==> src/rtl/popcount_acc_if.sv <==
// -----------------------------------------------------------------------------
// popcount_acc_if
// Beat-input / group-result handshake bundle for popcount_acc.
//
// Signals:
//   din        data beat
//   din_mask   1 = bit is counted, 0 = bit ignored
//   din_zero   1 = count masked zeros, 0 = count masked ones (per beat)
//   din_last   final beat of a group
//   din_vld    beat valid                      (master -> slave)
//   din_rdy    block can accept a beat         (slave  -> master)
//   dout       group total
//   dout_beats number of beats in the group
//   dout_sat   group total clamped (saturating build only, else 0)
//   dout_vld   result valid                    (slave  -> master)
//   dout_rdy   downstream accepts the result   (master -> slave)
//
// Modports: master = beat producer / result consumer, slave = popcount_acc.
// -----------------------------------------------------------------------------
interface popcount_acc_if #(
    parameter int DATA_WIDTH = 32,
    parameter int ACC_BIT    = 16,
    parameter int BEAT_BIT   = 8
) ();

    logic [DATA_WIDTH-1:0] din;
    logic [DATA_WIDTH-1:0] din_mask;
    logic                  din_zero;
    logic                  din_last;
    logic                  din_vld;
    logic                  din_rdy;
    logic [ACC_BIT-1:0]    dout;
    logic [BEAT_BIT-1:0]   dout_beats;
    logic                  dout_sat;
    logic                  dout_vld;
    logic                  dout_rdy;

    modport master (
        output din, din_mask, din_zero, din_last, din_vld, dout_rdy,
        input  din_rdy, dout, dout_beats, dout_sat, dout_vld
    );

    modport slave (
        input  din, din_mask, din_zero, din_last, din_vld, dout_rdy,
        output din_rdy, dout, dout_beats, dout_sat, dout_vld
    );

endinterface : popcount_acc_if

==> src/rtl/popcount_acc.sv <==
// -----------------------------------------------------------------------------
// popcount_acc
// Pipelined masked population counter with multi-beat group accumulation.
// Each accepted beat is reduced by a registered binary adder tree (LEVELS
// register stages); per-beat counts are summed until a beat flagged din_last,
// then one registered total per group is presented with valid/ready.
//
// Parameters:
//   DATA_WIDTH  bits per beat (>= 2)
//   ACC_BIT     accumulator / result width (>= COUNT_BIT)
//   BEAT_BIT    beat-counter width (wraps)
//
// Ports:
//   clk    rising-edge clock
//   rst_n  asynchronous active-low reset; discards all in-flight state
//   bus    popcount_acc_if.slave (din*, dout*, handshakes)
//
// Optional build macro: POPCOUNT_ACC_SAT_EN
//   defined   : accumulator/total clamp at 2^ACC_BIT-1, dout_sat flags a clamp
//   undefined : accumulator/total wrap modulo 2^ACC_BIT, dout_sat tied to 0
// -----------------------------------------------------------------------------
module popcount_acc #(
    parameter int DATA_WIDTH = 32,
    parameter int ACC_BIT    = 16,
    parameter int BEAT_BIT   = 8
) (
    input  logic           clk,
    input  logic           rst_n,
    popcount_acc_if.slave  bus
);

    localparam int COUNT_BIT = $clog2(DATA_WIDTH + 1);
    localparam int LEVELS    = $clog2(DATA_WIDTH);
    // Operand arrays are padded to twice the width so that pair indices
    // 2i and 2i+1 always stay in range; padding entries are constant zero,
    // which also makes odd leftovers pass through as "leftover + 0".
    localparam int NW        = 2 * DATA_WIDTH;

    logic                  en_s;
    logic [DATA_WIDTH-1:0] bits_s;
    logic [COUNT_BIT-1:0]  src_s  [LEVELS][NW];
    logic [COUNT_BIT-1:0]  tree_r [LEVELS][DATA_WIDTH];
    logic [LEVELS-1:0]     vld_r;
    logic [LEVELS-1:0]     last_r;
    logic [ACC_BIT-1:0]    cnt_s;
    logic [ACC_BIT-1:0]    acc_r;
    logic [ACC_BIT-1:0]    acc_nxt_s;
    logic [BEAT_BIT-1:0]   beats_r;
    logic [BEAT_BIT-1:0]   beats_nxt_s;
    logic [ACC_BIT-1:0]    dout_r;
    logic [BEAT_BIT-1:0]   dout_beats_r;
    logic                  dout_vld_r;

    // Whole pipeline advances only when the output slot is free or draining.
    assign en_s        = !dout_vld_r || bus.dout_rdy;
    assign bus.din_rdy = en_s && rst_n;

    assign bits_s = (bus.din_zero ? ~bus.din : bus.din) & bus.din_mask;

    assign bus.dout       = dout_r;
    assign bus.dout_beats = dout_beats_r;
    assign bus.dout_vld   = dout_vld_r;

    // Operand view of every tree level: level 0 is the selected bits, level
    // k>0 is the register bank of stage k; the padding is held at zero.
    always_comb begin
        for (int k = 0; k < LEVELS; k++) begin
            for (int i = 0; i < NW; i++) begin
                src_s[k][i] = '0;
            end
        end
        for (int i = 0; i < DATA_WIDTH; i++) begin
            src_s[0][i] = COUNT_BIT'(bits_s[i]);
        end
        for (int k = 1; k < LEVELS; k++) begin
            for (int i = 0; i < DATA_WIDTH; i++) begin
                src_s[k][i] = tree_r[k-1][i];
            end
        end
    end

    // Adder-tree register stages with valid/last sidebands.
    always_ff @(posedge clk or negedge rst_n) begin
        if (!rst_n) begin
            for (int k = 0; k < LEVELS; k++) begin
                for (int i = 0; i < DATA_WIDTH; i++) begin
                    tree_r[k][i] <= '0;
                end
            end
            vld_r  <= '0;
            last_r <= '0;
        end else if (en_s) begin
            for (int k = 0; k < LEVELS; k++) begin
                for (int i = 0; i < DATA_WIDTH; i++) begin
                    // Partial sums never exceed DATA_WIDTH, so COUNT_BIT holds them.
                    tree_r[k][i] <= src_s[k][2*i] + src_s[k][2*i+1];
                end
            end
            vld_r[0]  <= bus.din_vld;
            last_r[0] <= bus.din_last;
            for (int k = 1; k < LEVELS; k++) begin
                vld_r[k]  <= vld_r[k-1];
                last_r[k] <= last_r[k-1];
            end
        end
    end

    assign cnt_s       = ACC_BIT'(tree_r[LEVELS-1][0]);
    assign beats_nxt_s = beats_r + BEAT_BIT'(1);

`ifdef POPCOUNT_ACC_SAT_EN
    logic [ACC_BIT:0] sum_full_s;
    logic             ovf_s;
    logic             sat_r;
    logic             dout_sat_r;

    // Saturating add: a carry out clamps the running total to all ones.
    always_comb begin
        sum_full_s = {1'b0, acc_r} + {1'b0, cnt_s};
        ovf_s      = sum_full_s[ACC_BIT];
        if (ovf_s) begin
            acc_nxt_s = '1;
        end else begin
            acc_nxt_s = sum_full_s[ACC_BIT-1:0];
        end
    end

    // Sticky clamp flag for the current group, published with the total.
    always_ff @(posedge clk or negedge rst_n) begin
        if (!rst_n) begin
            sat_r      <= 1'b0;
            dout_sat_r <= 1'b0;
        end else if (en_s && vld_r[LEVELS-1]) begin
            if (last_r[LEVELS-1]) begin
                dout_sat_r <= sat_r | ovf_s;
                sat_r      <= 1'b0;
            end else begin
                sat_r      <= sat_r | ovf_s;
            end
        end
    end

    assign bus.dout_sat = dout_sat_r;
`else
    // Wrapping add.
    always_comb begin
        acc_nxt_s = acc_r + cnt_s;
    end

    assign bus.dout_sat = 1'b0;
`endif

    // Group accumulator and registered result slot.
    always_ff @(posedge clk or negedge rst_n) begin
        if (!rst_n) begin
            acc_r        <= '0;
            beats_r      <= '0;
            dout_r       <= '0;
            dout_beats_r <= '0;
            dout_vld_r   <= 1'b0;
        end else if (en_s) begin
            if (vld_r[LEVELS-1]) begin
                if (last_r[LEVELS-1]) begin
                    // Close the group; clearing here lets the next beat start fresh.
                    dout_r       <= acc_nxt_s;
                    dout_beats_r <= beats_nxt_s;
                    dout_vld_r   <= 1'b1;
                    acc_r        <= '0;
                    beats_r      <= '0;
                end else begin
                    acc_r        <= acc_nxt_s;
                    beats_r      <= beats_nxt_s;
                    dout_vld_r   <= 1'b0;
                end
            end else begin
                dout_vld_r <= 1'b0;
            end
        end
    end

endmodule : popcount_acc

==> src/flat_wrapper.sv <==
// flat-port wrapper written by rule: the top's interface ports become plain ports
module popcount_acc_flat 
#(
    parameter int DATA_WIDTH = 32,
    parameter int ACC_BIT    = 16,
    parameter int BEAT_BIT   = 8
)
  (clk, rst_n, bus_din, bus_din_mask, bus_din_zero, bus_din_last, bus_din_vld, bus_dout_rdy, bus_din_rdy, bus_dout, bus_dout_beats, bus_dout_sat, bus_dout_vld);
  popcount_acc_if #(.DATA_WIDTH(DATA_WIDTH), .ACC_BIT(ACC_BIT), .BEAT_BIT(BEAT_BIT)) bus_i ();
  input  logic clk;
  input  logic rst_n;
  input wire logic [$bits(bus_i.din)-1:0] bus_din;
  input wire logic [$bits(bus_i.din_mask)-1:0] bus_din_mask;
  input wire logic [$bits(bus_i.din_zero)-1:0] bus_din_zero;
  input wire logic [$bits(bus_i.din_last)-1:0] bus_din_last;
  input wire logic [$bits(bus_i.din_vld)-1:0] bus_din_vld;
  input wire logic [$bits(bus_i.dout_rdy)-1:0] bus_dout_rdy;
  output wire logic [$bits(bus_i.din_rdy)-1:0] bus_din_rdy;
  output wire logic [$bits(bus_i.dout)-1:0] bus_dout;
  output wire logic [$bits(bus_i.dout_beats)-1:0] bus_dout_beats;
  output wire logic [$bits(bus_i.dout_sat)-1:0] bus_dout_sat;
  output wire logic [$bits(bus_i.dout_vld)-1:0] bus_dout_vld;
  assign bus_i.din = bus_din;
  assign bus_i.din_mask = bus_din_mask;
  assign bus_i.din_zero = bus_din_zero;
  assign bus_i.din_last = bus_din_last;
  assign bus_i.din_vld = bus_din_vld;
  assign bus_i.dout_rdy = bus_dout_rdy;
  assign bus_din_rdy = bus_i.din_rdy;
  assign bus_dout = bus_i.dout;
  assign bus_dout_beats = bus_i.dout_beats;
  assign bus_dout_sat = bus_i.dout_sat;
  assign bus_dout_vld = bus_i.dout_vld;
  popcount_acc #(.DATA_WIDTH(DATA_WIDTH), .ACC_BIT(ACC_BIT), .BEAT_BIT(BEAT_BIT)) u_core (.clk(clk), .rst_n(rst_n), .bus(bus_i));
endmodule
==> config.mk <==
export PLATFORM = sky130hd
export DESIGN_NAME = popcount_acc_flat
export DESIGN_NICKNAME = d
export VERILOG_FILES = /design/src/rtl/popcount_acc_if.sv /design/src/rtl/popcount_acc.sv /design/src/flat_wrapper.sv
export SDC_FILE = /design/constraint.sdc
export NUM_CORES = 1
export LEC_CHECK = 0
export CAP_MARGIN = 20
export CORE_MARGIN = 4
export CORE_UTILIZATION = 56
export CTS_CLUSTER_SIZE = 24
export DETAILED_ROUTE_END_ITERATION = 8
export PLACE_DENSITY = 0.8
export REMOVE_ABC_BUFFERS = 1
export SLEW_MARGIN = 20
export SYNTH_ARGS = -nofsm -noshare
export SYNTH_HDL_FRONTEND = slang
export SYNTH_SLANG_ARGS = --single-unit
==> constraint.sdc <==
create_clock -name clk -period 2.3 [get_ports clk]
set_clock_uncertainty 0.1 [all_clocks]
set_input_delay 0.345 -clock clk [delete_from_list [all_inputs] [get_ports clk]]
set_output_delay 0.345 -clock clk [all_outputs]
set_load 0.1 [all_outputs]
# Word level (Yosys, flattened, before mapping)
# Cells that the tools add are included.
[totals] reg_bits=245 output_inout_bits=27 word_cells=83
[classes] addsub=33 mux=5 bitwise=2 n_reduce_logical=5
[op_table] operator="$add 6x6->6" n=15
[op_table] operator="$add 1x1->2" n=16
[op_table] operator="$and 32x32->32" n=1
[op_table] operator="$mux 32" n=1
[op_table] operator="$not 32->32" n=1
[op_table] operator="$add 16x6->16" n=1
[op_table] operator="$mux 16" n=1
[op_table] operator="$add 8x1->8 const B" n=1
[op_table] operator="$mux 8" n=1
[op_table] operator="$reduce_and 3->1" n=1
[op_table] operator="$mux 1" n=2
[op_table] operator="$reduce_and 2->1" n=1
[op_table] operator="$logic_and 1x1->1" n=1
[op_table] operator="$logic_not 1->1" n=1
[op_table] operator="$logic_or 1x1->1" n=1

# Longest topological paths before layout
# Gate-level depths: netlist of run 1.
[logic_depth] ltp_word=4 mapped_depth=7

# Worst setup path after synthesis of run 1
# Ideal clock, no wire load.
[synth_path] path_type="reg-to-output" from="register u_core.dout_vld_r (netlist: u_core.bus.dout_vld)" to="output port bus_din_rdy" arrival_ps=2104 path_slack_ps=-249 stages_incl_launch_ff=5 cell_sequence="dfrtp_1 > nand2b_1 > buf_2 > clkbuf_1 > and2_1"
[synth_between] elab_chain_cells=3
[synth_rtl] element="start, declared" line_no="popcount_acc.sv:52" source="logic dout_vld_r;"
[synth_rtl] element="start signal, assigned" line_no="popcount_acc.sv:160" source="dout_vld_r <= 1'b0;"
[synth_rtl] element="start signal, assigned" line_no="popcount_acc.sv:167" source="dout_vld_r <= 1'b1;"
[synth_rtl] element="start signal, assigned" line_no="popcount_acc.sv:173" source="dout_vld_r <= 1'b0;"
[synth_rtl] element="$logic_not 1->1" line_no="popcount_acc.sv:55" source="assign en_s = !dout_vld_r || bus.dout_rdy;"
[synth_rtl] element="$logic_or 1x1->1" line_no="popcount_acc.sv:55"
[synth_rtl] element="$logic_and 1x1->1" line_no="popcount_acc.sv:56" source="assign bus.din_rdy = en_s && rst_n;"
[synth_rtl] element="end, declared" line_no="flat_wrapper.sv:18" source="output wire logic [$bits(bus_i.din_rdy)-1:0] bus_din_rdy;"
# Every way passes these cells.

# Worst setup path after layout of run 1
[layout_path] from="register u_core.acc_r[0]" to="register u_core.acc_r[8]"
[layout_between] elab_chain_cells=2
[layout_rtl] element="start, declared" line_no="popcount_acc.sv:46" source="logic [ACC_BIT-1:0] acc_r;"
[layout_rtl] element="start signal, assigned" line_no="popcount_acc.sv:171" source="acc_r <= acc_nxt_s;"
[layout_rtl] element="$add 16x6->16" line_no="popcount_acc.sv:147" source="acc_nxt_s = acc_r + cnt_s;"
[layout_rtl] element="$mux 16" line_no="popcount_acc.sv:163" source="if (last_r[LEVELS-1]) begin"
# Every way passes these cells.
# A chain may end at the register's enable or synchronous reset.

==> results of run 1 <==
## placed cells by master, fill, tap and decap left out, drive strengths merged, types with 4 or more instances in the layout
master | Yosys | final
a21o | 9 | 9
a21oi | 31 | 31
a22o | 4 | 4
a31oi | 13 | 13
and2 | 35 | 35
buf | 17 | 44
bufinv | 0 | 6
clkbuf | 27 | 23
clkdlybuf4s50 | 0 | 67
dfrtp | 147 | 147
fa | 16 | 16
ha | 56 | 56
inv | 25 | 25
nand2 | 244 | 244
nand3 | 12 | 12
nor2 | 38 | 38
o211ai | 10 | 10
o21ai | 45 | 45
o311ai | 5 | 5
o31ai | 7 | 7
or3 | 11 | 11
or4 | 7 | 7
xnor2 | 9 | 9
xor2 | 43 | 43
## final cells by class
type,count,area share [%]
clock buffers,23,5.04
clock inverters,9,2.04
inverters,25,0.970
multi-input cells,624,40.6
flip-flops and latches,147,38.0
well taps,180,2.33
repair buffers,111,11.0
## worst max-delay path by stage
stage	start	to	slack, ns	depth (start not counted)
5_1_grt	u_core.acc_r[0]	u_core.acc_r[10]	0.05	7
3_3_place_gp	u_core.acc_r[0]	u_core.acc_r[10]	0.22	7
6_report	u_core.acc_r[0]	u_core.acc_r[8]	0.16	7
4_1_cts	u_core.acc_r[0]	u_core.acc_r[8]	0.15	7
2_1_floorplan	u_core.bus.dout_vld	u_core.acc_r[14]	-2.78	4
3_5_place_dp	u_core.acc_r[0]	u_core.acc_r[8]	0.16	7
## cell families (layout without fill, tap and decap cells)
family	Yosys count	after routing
buf+inv	69	168
flops	147	147
mux	4	4
other cells	1	1
simple gates	363	363
compound gates	132	132
xor+xnor	52	52
fa+ha+maj	72	72
## power by group through the flow
stage | sequential (uW) | combinational, uW | clock [uW]
floorplan | 5140 | 3050 | 0
global placement | 4100 | 5480 | 0
detailed placement | 4150 | 5680 | 0
CTS | 4110 | 5740 | 3220
global route | 4230 | 6360 | 3330
finish | 4110 | 5670 | 3160
## sequential cells by signal, indices dropped and copies added, names as in the netlist
name and cells:
u_core.last_r 5, u_core.beats_r 8, u_core.src_s 82, u_core.cnt_s 6, u_core.bus.dout_vld 1, u_core.bus.dout 16
u_core.bus.dout_beats 8, u_core.vld_r 5, u_core.acc_r 16
## metal layers
metal / GRT usage [%] / vias to the layer above
met1: 23.0 / 2787
met4: 7.95 / 0
met5: 0 / -
li1: - / 2966
met3: 4.38 / 19
met2: 34.4 / 122
## metrics by stage
step / std cells / util [%] / setup TNS (ns) / setup slack (ns)
2_1_floorplan: 796 / - / -211.23 / -2.78
3_3_place_gp: 1087 / 65.0 / 0 / 0.217
3_5_place_dp: 1087 / 65.0 / 0 / 0.159
4_1_cts: 1119 / 70.0 / 0 / 0.150
5_1_grt: 1119 / 70.0 / 0 / 0.0505
6_report: 1119 / 70.0 / 0 / 0.156
==> results.tsv, run 1 <==
stage	metric	value	unit
sta	minimum clock period	2.14	ns
worst_setup_path	Critical Path Start Type	flop	
yosys	post-synthesis instance total	840	
yosys	Synth area leaders	dfrtp_1 (47%), nand2_1 (12%), ha_1 (8.9%)	
detailed_routing	WL met2	7520	um
detailed_routing	via count	5894	
detailed_routing	drt via density	5.27	
placement	dpl cell area	8990	um^2
sta	final hold violations	43	
layout	register area	3680	um^2
global_route	first-pass GRT wire length	25800	um
detailed_routing	DRT Pass-1 Iters	4	
yosys	Post-Synth Simple-Gate Area	20.0	%
yosys	Yosys reg bits	147	
worst_setup_path	CP max FO	18	
clocking	clock tree buffer depth	2	
layout	ratio of cells with drive above 1 in the final layout	9.05	%
sta	hold slack	-0.0176	ns
layout	Nets	1068	
detailed_routing	top sig layer	met4	
worst_setup_path	critical path cell sequence	ha_1, fa_1, a21o_2, a31oi_2, buf_12, or3_1, o211ai_1	
detailed_routing	M1 WL	6100	um
yosys	Synth Area in XOR/XNOR	5.77	%
power	Clk pwr share	24.4	%
yosys	async set-or-reset flop fraction in the synthesized netlist	100	%
power	internal power	7680	uW
yosys	mux share of post-synthesis cell area	0.603	%
sta	RSZ-0062 raised after global routing	false	
yosys	Seq/Total Area, Yosys	46.6	%
yosys	Synth Area in Compound Gates	10.4	%
worst_setup_path	reg2reg start	u_core.acc_r[0]	
detailed_routing	Initial DRC Count	364	
power	PwrDens	1340	nW/um^2
worst_setup_path	CP top delay family	adder cells	
global_route	pin count of the biggest net entering global routing	148	
clocking	Root Buffer	clkbuf_16	
sta	worst-margin pin slew	0.831	ns
layout	FILL cells	1076	
layout	multi-input logic area	3930	um^2
clocking	TritonCTS clock tree	built	
clocking	clk sinks	147	
clocking	Worst-Skew Late Latency	0.41	ns
detailed_routing	met3 wire length	674	um
placement	Detail Placement HPWL	10100	um
layout	Syn-to-layout area delta	22.7	%
outcome	violated checks	negative hold slack	
detailed_routing	routed wire length	14500	um
power	Psw	5260	uW
worst_setup_path	critical path class	flop to flop	
die	core area	13800	um^2
yosys	main combinational cell family by area after synthesis	simple AND/OR/NAND/NOR gates	
detailed_routing	DR WL/cell	13.0	um
clocking	CTS clock-pin slew for the worst setup and hold paths	0.06	ns
die	row cnt	43	
yosys	EDFF count, synth	0	
layout	Inserted Diodes	0	
worst_setup_path	Crit. End Element	flop	
min_path	Min-Delay Path Class	input port to asynchronous set/reset pin	
yosys	commonest cells in the synthesized netlist	nand2_1 (244), dfrtp_1 (147), ha_1 (56), xor2_1 (43), o21ai_0 (42)	
yosys	Ys Warns	0	
die	I/O pin count	97	
sta	Worst slew margin	44.6	%
global_route	total gr overflow	0	
power	Leakage	0.00481	uW
clocking	H-tree depth reported by CTS	4	
die	chip width	127	um
global_route	GRT Util Overall	19.5	%
worst_setup_path	Worst path slowest cell	fa_1	
clocking	total CTS buffers	17	
placement	GPL Wtd Cong	0.832	
sta	period utilisation layout	93.2	%
global_route	initial antenna violation count	0	
placement	port bufs	95	
yosys	area share of the largest cell type after synthesis	46.6	%
die	Starting Density	57.1	%
die	die footprint	16100	um^2
sta	Final setup viols	0	
power	Flop pwr share	31.7	%
worst_setup_path	Reg2Reg Setup Slack	0.16	ns
clocking	post-CTS sizing	0	
detailed_routing	ANT nets after route	0	
detailed_routing	DRC Markers	0	
yosys	Synth Area in Adders	12.9	%
yosys	Mapped Area	7890	um^2
power	Worst VDD drop	0.000709	V
worst_setup_path	Critical Path RT	2.48	ns
yosys	largest area contributor in the netlist	dfrtp_1	
worst_setup_path	reg2reg end	u_core.acc_r[8]	
clocking	Post-CTS Setup Bufs	0	
sta	Slew Limit Fails	0	
yosys	Cell variety after synth	51	
worst_setup_path	worst reg2reg path depth	7	
yosys	count leader, synth	nand2_1	
sta	fmax	466	MHz
power	Sw Share	40.6	%
power	Pwr Total	12900	uW
yosys	post-synthesis average cell area	9.39	um^2
clocking	cts hold-fix bufs	0	
layout	fin area	9680	um^2
die	Die Y	127	um
power	combinational power share	43.8	%
worst_setup_path	CP max stage delay	0.42	ns
worst_setup_path	CP Buf/Inv Count	1	
yosys	Top FF cell, synth	dfrtp_1	
outcome	outcome	finished, violations left	
run	maxcap violations	0	
global_route	vias in the first global route	5854	
worst_setup_path	Data arrival, critical path	2.32	ns
(Power assumes the default switching activity.)
==> run 2: changes to the inputs <==
CAP_MARGIN = not set   (was 20)
CORE_UTILIZATION = 58   (was 56)
CTS_BUF_LIST = sky130_fd_sc_hd__clkbuf_8   (was not set)
PLACE_DENSITY = 0.83   (was 0.8)
==> results.tsv, run 2 (synthesis results as in run 1) <==
stage	metric	value	unit
detailed_routing	via count	5831	
layout	ratio of cells with drive above 1 in the final layout	8.40	%
global_route	pin count of the biggest net entering global routing	148	
layout	max reg flops	82	
outcome	outcome	finished, final reports clean	
sta	Slew Limit Fails	0	
sta	setup_tns	0	ns
global_route	GRT met3 Usage	4.63	%
placement	GPL Wtd Cong	0.832	
layout	final std cells w/o fill	1116	
sta	worst-margin pin slew	0.857	ns
worst_setup_path	Critical Path Start Type	flop	
layout	highest-count cells in the layout ignoring fill and taps	nand2_1 (244), dfrtp_1 (147), clkdlybuf4s50_1 (67)	
power	Worst VDD drop	0.000458	V
worst_setup_path	crit path to	u_core.acc_r[10]	
detailed_routing	DRT Pass-1 Iters	5	
detailed_routing	Initial DRC Count	432	
layout	Syn-to-layout area delta	18.4	%
clocking	H-tree depth reported by CTS	4	
sta	fmax	466	MHz
global_route	GRT Util Overall	19.4	%
global_route	total gr overflow	0	
clocking	Worst-Skew Late Latency	0.46	ns
sta	Worst slew margin	42.9	%
sta	RSZ-0062 raised after global routing	false	
worst_setup_path	Crit. End Element	flop	
die	I/O pin count	97	
global_route	initial antenna violation count	0	
layout	Inserted Diodes	0	
clocking	Post-CTS Setup Bufs	0	
clocking	clock tree buffer depth	2	
placement	dpl cell area	8970	um^2
detailed_routing	DR WL/cell	12.8	um
die	die footprint	15500	um^2
die	row cnt	42	
worst_setup_path	CP max FO	18	
detailed_routing	routed wire length	14300	um
die	core area	13300	um^2
clocking	Root Buffer	clkbuf_8	
worst_setup_path	Reg2Reg Setup Slack	0.15	ns
clocking	clk sinks	147	
layout	Nets	1069	
placement	port bufs	95	
worst_setup_path	critical path class	flop to flop	
die	Starting Density	59.3	%
worst_setup_path	Data arrival, critical path	2.37	ns
layout	most common cell after layout, fill and taps aside	nand2_1	
clocking	total CTS buffers	17	
global_route	vias in the first global route	5677	
run	maxcap violations	0	
min_path	Min-Delay Path Class	input port to flop	
global_route	global-route track usage on met1	23.6	%
layout	fin area	9340	um^2
worst_setup_path	Critical Path RT	2.52	ns
worst_setup_path	Setup crit start	u_core.acc_r[0]	
detailed_routing	ANT nets after route	0	
sta	final hold violations	0	
global_route	first-pass GRT wire length	25200	um
detailed_routing	drt via density	5.22	
global_route	global routing usage on met2	33.8	%
die	chip width	125	um
power	Leakage	0.00469	uW
placement	Detail Placement HPWL	9940	um
worst_setup_path	reg2reg end	u_core.acc_r[10]	
worst_setup_path	reg2reg start	u_core.acc_r[0]	
worst_setup_path	worst reg2reg path depth	7	
sta	Final setup viols	0	
clocking	TritonCTS clock tree	built	
detailed_routing	DRC Markers	0	
placement	Cells after DPL	1083	
power	PwrDens	1240	nW/um^2
sta	period utilisation layout	93.4	%
die	Die Y	125	um
sta	minimum clock period	2.15	ns
clocking	CTS clock-pin slew for the worst setup and hold paths	0.08	ns
global_route	grt peak-use layer	met2	
[run 2: changes by cell type in the layout (fill, tap and decap cells not counted), sizes merged]
cell and change:
clkbuf -3, dlygate4sd3 +1, bufinv -5, inv +8
[run 2: report_power, final]
| group | internal (uW) | switching [uW] |
|---|---|---|
| combinational | 2030 | 3610 |
| sequential | 3480 | 623 |
| clock | 905 | 905 |
| total | 6410 | 5140 |
[run 2: worst min-delay path by stage]
stage	from	end	slack (ns)	cells past startpoint
2_1_floorplan	rst_n	u_core.acc_r[0]	-0.05	0
3_3_place_gp	u_core.last_r[1]	u_core.last_r[1]	0.35	2
3_5_place_dp	u_core.last_r[0]	u_core.last_r[0]	0.36	2
4_1_cts	bus_din_last	u_core.last_r[0]	0.30	3
5_1_grt	bus_din_last	u_core.last_r[0]	0.33	3
6_report	bus_din_last	u_core.last_r[0]	0.33	3
[run 2: metal layers]
layer / up-vias / share of wire (%)
met2: 111 / 51
met3: 16 / 4.6
met5: - / 0
li1: 2959 / -
met1: 2745 / 44
met4: 0 / 1.3
[run 2: critical path: stages (launching register included)]
cell,delay [ns]
dfrtp_1,0.38
ha_1,0.24
fa_1,0.41
a21o_2,0.22
a31oi_2,0.23
buf_12,0.17
or3_1,0.16
o211ai_1,0.11
[run 2: per-stage QoR]
stage / setup slack [ns] / util (%) / hold WS [ns] / total power (uW)
3_5_place_dp: 0.162 / 67.5 / 0.355 / 9820
2_1_floorplan: -2.78 / - / -0.0506 / 8180
4_1_cts: 0.160 / 70.2 / 0.296 / 11700
3_3_place_gp: 0.219 / 67.5 / 0.354 / 9570
5_1_grt: 0.0428 / 70.2 / 0.326 / 12500
6_report: 0.152 / 70.2 / 0.327 / 11600
[run 2: area by class of cell]
class | instances | area (um^2)
Clock inverter | 12 | 77.6
Sequential cell | 147 | 3680
Clock buffer | 20 | 275
Inverter | 25 | 93.8
Tap cell | 176 | 220
Fill cell | 1014 | 3960
Multi-Input combinational cell | 624 | 3930
Timing Repair Buffer | 112 | 1060
[run 2: repair_timing]
item,CTS,global route
hold endpoints to repair,147,0
resized for setup,0,0
hold buffers,1,0
==> run 3: changes to the inputs <==
SKIP_CTS_REPAIR_TIMING = 1   (was not set)
==> results.tsv, run 3 (synthesis results as in run 1) <==
stage	metric	value	unit
min_path	hold path depth	3	
global_route	GRT Util Overall	19.4	%
die	die footprint	15500	um^2
power	Pwr Total	11500	uW
clocking	Worst-Skew Late Latency	0.46	ns
min_path	Min-Delay Path Class	input port to flop	
die	chip width	125	um
clocking	clock tree buffer depth	2	
layout	max reg flops	82	
global_route	pin count of the biggest net entering global routing	148	
detailed_routing	DRT Pass-1 Iters	5	
layout	Syn-to-layout area delta	18.4	%
worst_setup_path	reg2reg end	u_core.acc_r[10]	
sta	RSZ-0062 raised after global routing	false	
layout	multi-input logic area	3930	um^2
die	Starting Density	59.3	%
layout	Final Util	70.2	%
global_route	vias in the first global route	5672	
clocking	TritonCTS clock tree	built	
placement	Cells after DPL	1083	
die	Die Y	125	um
min_path	Hold Startpoint	bus_din_last	
worst_setup_path	Data arrival, critical path	2.37	ns
sta	minimum clock period	2.15	ns
sta	Worst slew margin	42.9	%
placement	Detail Placement HPWL	9940	um
power	Leakage	0.00469	uW
worst_setup_path	critical path class	flop to flop	
layout	Nets	1069	
die	row cnt	42	
detailed_routing	DR WL/cell	12.8	um
die	core area	13300	um^2
layout	most common cell after layout, fill and taps aside	nand2_1	
detailed_routing	Initial DRC Count	432	
worst_setup_path	CP max FO	18	
worst_setup_path	Critical Path Start Type	flop	
layout	highest-count cells in the layout ignoring fill and taps	nand2_1 (244), dfrtp_1 (147), clkdlybuf4s50_1 (67)	
detailed_routing	routed wire length	14300	um
layout	final std cells w/o fill	1116	
clocking	Root Buffer	clkbuf_8	
worst_setup_path	Reg2Reg Setup Slack	0.15	ns
detailed_routing	drt via density	5.22	
detailed_routing	ANT nets after route	0	
layout	Inserted Diodes	0	
global_route	initial antenna violation count	0	
layout	FILL cells	1014	
worst_setup_path	reg2reg start	u_core.acc_r[0]	
clocking	CTS clock-pin slew for the worst setup and hold paths	0.08	ns
placement	port bufs	95	
worst_setup_path	Critical Path RT	2.52	ns
worst_setup_path	worst reg2reg path depth	7	
sta	Final setup viols	0	
layout	ratio of cells with drive above 1 in the final layout	8.40	%
detailed_routing	via count	5825	
clocking	clk sinks	147	
global_route	first-pass GRT wire length	25100	um
sta	Slew Limit Fails	0	
clocking	total CTS buffers	17	
placement	GPL Wtd Cong	0.832	
detailed_routing	DRC Markers	0	
sta	final hold violations	0	
outcome	outcome	finished, final reports clean	
power	PwrDens	1240	nW/um^2
sta	worst-margin pin slew	0.857	ns
power	Worst VDD drop	0.000458	V
clocking	H-tree depth reported by CTS	4	
worst_setup_path	Crit. End Element	flop	
sta	period utilisation layout	93.3	%
global_route	total gr overflow	0	
run	maxcap violations	0	
min_path	Hold EP	u_core.last_r[0]	
sta	fmax	466	MHz
die	I/O pin count	97	
layout	register area	3680	um^2
[run 3: area by class of cell]
cell class | instances | share of cell area, %
Multi-Input combinational cell | 624 | 42.1
Timing Repair Buffer | 112 | 11.4
Tap cell | 176 | 2.36
Clock inverter | 12 | 0.831
Sequential cell | 147 | 39.4
Inverter | 25 | 1.01
Clock buffer | 20 | 2.95
[run 3: critical path: stages, from the launching register on]
cell and delay, ns:
dfrtp_1 0.38, ha_1 0.24, fa_1 0.41, a21o_2 0.22, a31oi_2 0.23, buf_12 0.17
or3_1 0.16, o211ai_1 0.11
[run 3: worst max path at each step]
stage                        start  slack, ns               end
2_1_floorplan  u_core.bus.dout_vld      -2.78  u_core.acc_r[14]
3_3_place_gp       u_core.acc_r[0]       0.22  u_core.acc_r[10]
3_5_place_dp       u_core.acc_r[0]       0.16  u_core.acc_r[10]
4_1_cts            u_core.acc_r[0]       0.16  u_core.acc_r[10]
5_1_grt            u_core.acc_r[0]       0.04  u_core.acc_r[10]
6_report           u_core.acc_r[0]       0.15  u_core.acc_r[10]
[run 3: where the power goes]
group | internal, uW | leakage, uW | switching [uW]
Clock | 905 | 0.000209 | 906
Sequential | 3480 | 0.00185 | 623
Combinational | 2030 | 0.00264 | 3610
Total | 6410 | 0.00469 | 5140
[run 3: per-stage QoR]
stage | TNS, ns | hold slack, ns | setup slack (ns) | instance area (um^2)
final | 0 | 0.326 | 0.155 | 9340
after detailed placement | 0 | 0.355 | 0.162 | 8970
after global placement | 0 | 0.354 | 0.219 | 8970
after global routing | 0 | 0.326 | 0.0428 | 9340
after floorplan | -211.23 | -0.0506 | -2.78 | 7690
after CTS | 0 | -0.0477 | 0.160 | 9330
[run 3: routing by layer]
layer / up-vias / wire [um] / GRT usage (%)
met5: - / 0 / 0
met4: 0 / 158 / 6.83
met3: 14 / 671 / 4.67
met2: 107 / 7260 / 33.8
met1: 2745 / 6210 / 23.5
li1: 2959 / - / -
